`src/rtl/periph_uart_rx.sv`:
```
// periph_uart_rx: configurable UART receiver delivering words on a valid/ready stream.
// Optional build macro UART_RX_SYNC_EN adds a 2-flop synchroniser on rx.
module periph_uart_rx #(
    parameter int unsigned DATA_WIDTH = 32
) (
    input  logic                  clk,
    input  logic                  rst,
    input  logic                  test,
    input  logic                  pause_req,
    output logic                  pause_ack,
    input  logic                  parity_select,
    input  logic                  parity_control,
    input  logic [3:0]            data_length,
    input  logic [1:0]            stop_bits,
    input  logic [DATA_WIDTH-1:0] baud_rate,
    output logic [DATA_WIDTH-1:0] data,
    output logic                  data_valid,
    input  logic                  data_ready,
    input  logic                  rx
);

    localparam int unsigned MAX_BITS = 8;

    typedef enum logic [2:0] {
        S_IDLE,
        S_START,
        S_DATA,
        S_PARITY,
        S_STOP,
        S_PAUSED
    } state_e;

    state_e                  state_q, state_d;
    logic [DATA_WIDTH-1:0]   cnt_q, cnt_d;
    logic [3:0]              bit_q, bit_d;
    logic [1:0]              stop_q, stop_d;
    logic [MAX_BITS-1:0]     shift_q, shift_d;
    logic                    par_q, par_d;
    logic                    err_q, err_d;
    logic [DATA_WIDTH-1:0]   data_q, data_d;
    logic                    dv_q, dv_d;
    logic                    ack_q, ack_d;

    logic                    rx_in;
    logic                    tick_c;
    logic [3:0]              len_eff_c;
    logic [1:0]              stop_eff_c;
    logic                    last_data_c;
    logic                    last_stop_c;
    logic                    stop_err_c;
    logic                    unused_test;

    assign unused_test = test;

`ifdef UART_RX_SYNC_EN
    logic rx_s1_q, rx_s2_q;

    // Two-stage synchroniser for the asynchronous serial line
    always_ff @(posedge clk or negedge rst) begin
        if (!rst) begin
            rx_s1_q <= 1'b1;
            rx_s2_q <= 1'b1;
        end else begin
            rx_s1_q <= rx;
            rx_s2_q <= rx_s1_q;
        end
    end

    assign rx_in = rx_s2_q;
`else
    assign rx_in = rx;
`endif

    // Mid-bit sample strobe and frame-format decode
    assign tick_c      = (cnt_q <= DATA_WIDTH'(1));
    assign len_eff_c   = (data_length < 4'd5) ? 4'd5 :
                         (data_length > 4'd8) ? 4'd8 : data_length;
    assign stop_eff_c  = (stop_bits == 2'd0) ? 2'd1 : stop_bits;
    assign last_data_c = (bit_q == (len_eff_c - 4'd1));
    assign last_stop_c = (stop_q == (stop_eff_c - 2'd1));
    assign stop_err_c  = err_q | ~rx_in;

    // Next-state and output logic for the receive FSM
    always_comb begin
        state_d = state_q;
        cnt_d   = cnt_q;
        bit_d   = bit_q;
        stop_d  = stop_q;
        shift_d = shift_q;
        par_d   = par_q;
        err_d   = err_q;
        data_d  = data_q;
        // A consumed word frees the slot before any new frame is stored
        dv_d    = dv_q & ~data_ready;

        case (state_q)
            S_IDLE: begin
                if (pause_req) begin
                    state_d = S_PAUSED;
                end else if ((baud_rate != '0) && !rx_in) begin
                    cnt_d   = baud_rate >> 1;
                    bit_d   = 4'd0;
                    stop_d  = 2'd0;
                    shift_d = '0;
                    par_d   = 1'b0;
                    err_d   = 1'b0;
                    state_d = S_START;
                end
            end

            S_START: begin
                if (tick_c) begin
                    if (rx_in) begin
                        state_d = S_IDLE;
                    end else begin
                        cnt_d   = baud_rate;
                        state_d = S_DATA;
                    end
                end else begin
                    cnt_d = cnt_q - DATA_WIDTH'(1);
                end
            end

            S_DATA: begin
                if (tick_c) begin
                    cnt_d                = baud_rate;
                    shift_d[bit_q[2:0]]  = rx_in;
                    par_d                = par_q ^ rx_in;
                    bit_d                = bit_q + 4'd1;
                    if (last_data_c) begin
                        state_d = parity_control ? S_PARITY : S_STOP;
                    end
                end else begin
                    cnt_d = cnt_q - DATA_WIDTH'(1);
                end
            end

            S_PARITY: begin
                if (tick_c) begin
                    cnt_d = baud_rate;
                    if (rx_in != (par_q ^ parity_select)) begin
                        err_d = 1'b1;
                    end
                    state_d = S_STOP;
                end else begin
                    cnt_d = cnt_q - DATA_WIDTH'(1);
                end
            end

            S_STOP: begin
                if (tick_c) begin
                    cnt_d  = baud_rate;
                    stop_d = stop_q + 2'd1;
                    err_d  = stop_err_c;
                    if (last_stop_c) begin
                        state_d = S_IDLE;
                        if (!stop_err_c && !dv_d) begin
                            data_d = DATA_WIDTH'(shift_q);
                            dv_d   = 1'b1;
                        end
                    end
                end else begin
                    cnt_d = cnt_q - DATA_WIDTH'(1);
                end
            end

            S_PAUSED: begin
                if (!pause_req) begin
                    state_d = S_IDLE;
                end
            end

            default: begin
                state_d = S_IDLE;
            end
        endcase

        ack_d = (state_d == S_PAUSED);
    end

    // State and output registers
    always_ff @(posedge clk or negedge rst) begin
        if (!rst) begin
            state_q <= S_IDLE;
            cnt_q   <= '0;
            bit_q   <= 4'd0;
            stop_q  <= 2'd0;
            shift_q <= '0;
            par_q   <= 1'b0;
            err_q   <= 1'b0;
            data_q  <= '0;
            dv_q    <= 1'b0;
            ack_q   <= 1'b0;
        end else begin
            state_q <= state_d;
            cnt_q   <= cnt_d;
            bit_q   <= bit_d;
            stop_q  <= stop_d;
            shift_q <= shift_d;
            par_q   <= par_d;
            err_q   <= err_d;
            data_q  <= data_d;
            dv_q    <= dv_d;
            ack_q   <= ack_d;
        end
    end

    assign data       = data_q;
    assign data_valid = dv_q;
    assign pause_ack  = ack_q;

endmodule

```
`config.mk`:
```
export PLATFORM = sky130hd
export DESIGN_NAME = periph_uart_rx
export DESIGN_NICKNAME = d
export VERILOG_FILES = /design/src/rtl/periph_uart_rx.sv
export SDC_FILE = /design/constraint.sdc
export NUM_CORES = 1
export LEC_CHECK = 0
export ABC_AREA = 1
export CORE_MARGIN = 5
export CORE_UTILIZATION = 40
export CTS_CLUSTER_SIZE = 28
export DETAILED_ROUTE_END_ITERATION = 8
export PLACE_DENSITY_LB_ADDON = 0.1
export SLEW_MARGIN = 10
export SYNTH_ARGS = -nofsm -noshare
export SYNTH_HDL_FRONTEND = slang
export SYNTH_SLANG_ARGS = --single-unit
```
`constraint.sdc`:
```
create_clock -name clk -period 2.61 [get_ports clk]
set_clock_uncertainty 0.2 [all_clocks]
set_input_delay 0.783 -clock clk [delete_from_list [all_inputs] [get_ports clk]]
set_output_delay 0.783 -clock clk [all_outputs]
set_load 0.005 [all_outputs]
```
==> results_dict.tcl <==
set metrics [dict create \
    fmaxAchievable_ghz 0.406 \
    maxSlewViolCount 0 \
    total_power_mw 6.25 \
    fin_ws_ps 150 \
    crit_path_end_kind "register" \
    fin_crit_sh_pct 94.3 \
    layout.nets 1011 \
    worstPathArrival_ps 2540 \
    drv_cap 0 \
    ys_seq_area_share_pct 28.8 \
    power_density_nw_per_um2 940 \
    fin_area_um2 6650 \
    worstReg2RegStart "cnt_q[0]" \
    diodes 0 \
    boundaryPins 80 \
    antenna_left 0 \
    synthCells 860 \
    start_util_pct 40.5 \
    fin_util_pct 50.9 \
    drt-wirelength-per-cell_um 13.1 \
    hold_violations 0 \
    grt_max_degree 62 \
    ys_warn_count 0 \
    area_delta_synth_final_pct 25.7 \
    dieHeight_um 125 \
    core_um2 13100 \
    period_minus_slack_ps 2460 \
    first_global_vias 4916 \
    layout_common_cells "313 x nand2_1, 94 x nand3_1, 93 x nor2_1" \
    r2r_end "cnt_q[24]" \
    synth_area_leaders "dfrtp_1 29%, nand2_1 22%, nand3_1 9.1%" \
    grt_first_pass_wirelength_um 24600 \
    cts.sinks 61 \
    path_clk_slew_ps 50 \
    holdWs_ps 256 \
    peakVddDrop_mv 0.613 \
    slowest_delay_ps 450 \
    pre_cts_slack_ps -378 \
    wl_um 15000 \
    dpl.cell_count 1125 \
    cts_tree "built" \
    crit_path_cell_trace "clkdlybuf4s50_1, nand3b_1, nand2_1, ha_1, xor2_1, nand3_1, nor2_2, nand2_1, o21ai_2, o21ai_0, nand2_1" \
    dieArea_um2 15600 \
    drc 0 \
    r2r_slack_ps 170 \
    fp-row-count 42 \
    hpwl_um 11100 \
    vias 5429 \
    overflow 0 \
    syn_area_um2 5300 \
    startpoint_type "primary input" \
    numCtsBuffers 9 \
    dpl_cell_area_um2 6300 \
    first_iter_violations 406 \
    clk_path_buf_depth 2 \
    synth_top_area_share_pct 28.8 \
    clock_latency_ps 340 \
    cts_htree_levels 3 \
    antenna_found_initial 0 \
    worstHoldPathType "in -> async" \
    die_w_um 125 \
    mostFrequentLayoutCell "nand2_1" \
    drt-vias-per-instance 4.75 \
    cp_max_fo 3 \
    crit_type "in -> reg" \
    cp_slowest_cell "clkdlybuf4s50_1" \
    grt.total_usage_pct 19.2 \
    crit_top_cell "nand2_1" \
    setup_viol 0 \
    r2r_cells 10 \
    drive_gt1_share_pct 14.3 \
    synth.largest_area_cell "dfrtp_1" \
    p_leak_nw 3.37 \
    tns_ps 0 \
    port_buffers 54 \
    first_pass_iters 5 \
    fin_cells 1142 \
    place_congestion 0.933 \
    required_ps 2690 \
    outcome "completed" \
    cts_root_buffer "clkbuf_16" \
    avgSynthCellArea_um2 6.16 \
    synthDistinctLibCells 38 \
    synth-seq-cells 61 \
]
[how the worst max path moves through the flow]
| stage | startpoint | endpoint | slack (ps) | depth (start not counted) |
|---|---|---|---|---|
| floorplan | data_length[0] | state_q[1] | 360 | 10 |
| global placement | baud_rate[19] | shift_q[6] | -370 | 14 |
| detailed placement | baud_rate[19] | shift_q[2] | -380 | 14 |
| CTS | baud_rate[19] | shift_q[1] | 7 | 14 |
| global route | baud_rate[22] | shift_q[1] | -20 | 14 |
| finish | data_length[0] | state_q[1] | 150 | 11 |
[routing by layer]
layer / GRT usage, % / vias up / wire [µm]
met5: 0 / - / 0
met4: 4.59 / 0 / 137
met3: 3.20 / 11 / 888
met2: 29.4 / 124 / 6450
met1: 28.2 / 2424 / 7490
li1: - / 2870 / -
[critical path, delay by kind of cell]
family                     cells  cell delay (ps)
adders and majority gates      1              310
and+or+nand+nor                6              630
AOI/OAI and AO/OA              2              210
buffers and inverters          1              450
xor gates and xnor gates       1              150
[cell type report]
type,count,area (µm²)
well taps,176,220
inverters,97,367
fillers,1402,6430
clock buffers,9,225
repair buffers,114,1060
multi-input cells,678,3180
flip-flops and latches,61,1530
clock inverters,7,75.1
[report_power, final]
group          leakage (nW)  internal [mW]  switching [mW]
Sequential            0.797           1.24           0.342
Clock                 0.138          0.741           0.467
Combinational          2.44           1.25            2.22
[repair_timing]
action                                  in CTS  in global routing
buffers inserted                             0                  1
hold buffers                                 0                  0
gates resized for setup                      1                 17
hold endpoints to repair                     0                  0
pin swaps                                    0                  4
endpoints found under the setup margin      10                 46
[logic make-up after synthesis]
family / share of synthesized area, %
compound gates: 6.71
fa+ha+maj: 0.945
flops: 28.8
xor+xnor: 1.65
simple gates: 48.4
buf+inv: 13.4
other cells: 0.0708
[state kept, by name, summed over array words and instances (netlist names)]
| register | cells |
|---|---|
| stop_q | 2 |
| err_q | 1 |
| bit_q | 4 |
| cnt_q | 32 |
| par_q | 1 |
| shift_q | 8 |
| data | 8 |
| pause_ack | 1 |
| state_q | 3 |
| data_valid | 1 |
[synthesized netlist by cell type]
| library cell | count |
|---|---|
| nor3_1 | 1 |
| buf_4 | 28 |
| inv_1 | 92 |
| clkinv_1 | 1 |
| o31ai_1 | 1 |
| nand2_1 | 315 |
| conb_1 | 1 |
| a21oi_1 | 6 |
| and2_1 | 1 |
| nand2_4 | 4 |
| inv_2 | 3 |
| o21ai_0 | 29 |
| buf_6 | 7 |
| dfrtp_1 | 61 |
| nor2_1 | 99 |
| o21ai_2 | 8 |
| ha_1 | 4 |
| o21bai_1 | 1 |
| nand4_1 | 18 |
| inv_4 | 1 |
| or2_2 | 3 |
| nor2_4 | 5 |
| nand2_2 | 6 |
| nor2_2 | 9 |
| o21ai_1 | 8 |
| xnor2_1 | 5 |
| a21oi_4 | 1 |
| buf_2 | 7 |
| clkbuf_1 | 5 |
| nand3_1 | 96 |
| o22ai_1 | 1 |
| or2_1 | 1 |
| a31oi_1 | 1 |
| nand3b_1 | 17 |
| nand3_2 | 5 |
| and3_1 | 1 |
| a21oi_2 | 3 |
| xor2_1 | 5 |
Power figures use the tool's default switching activity.
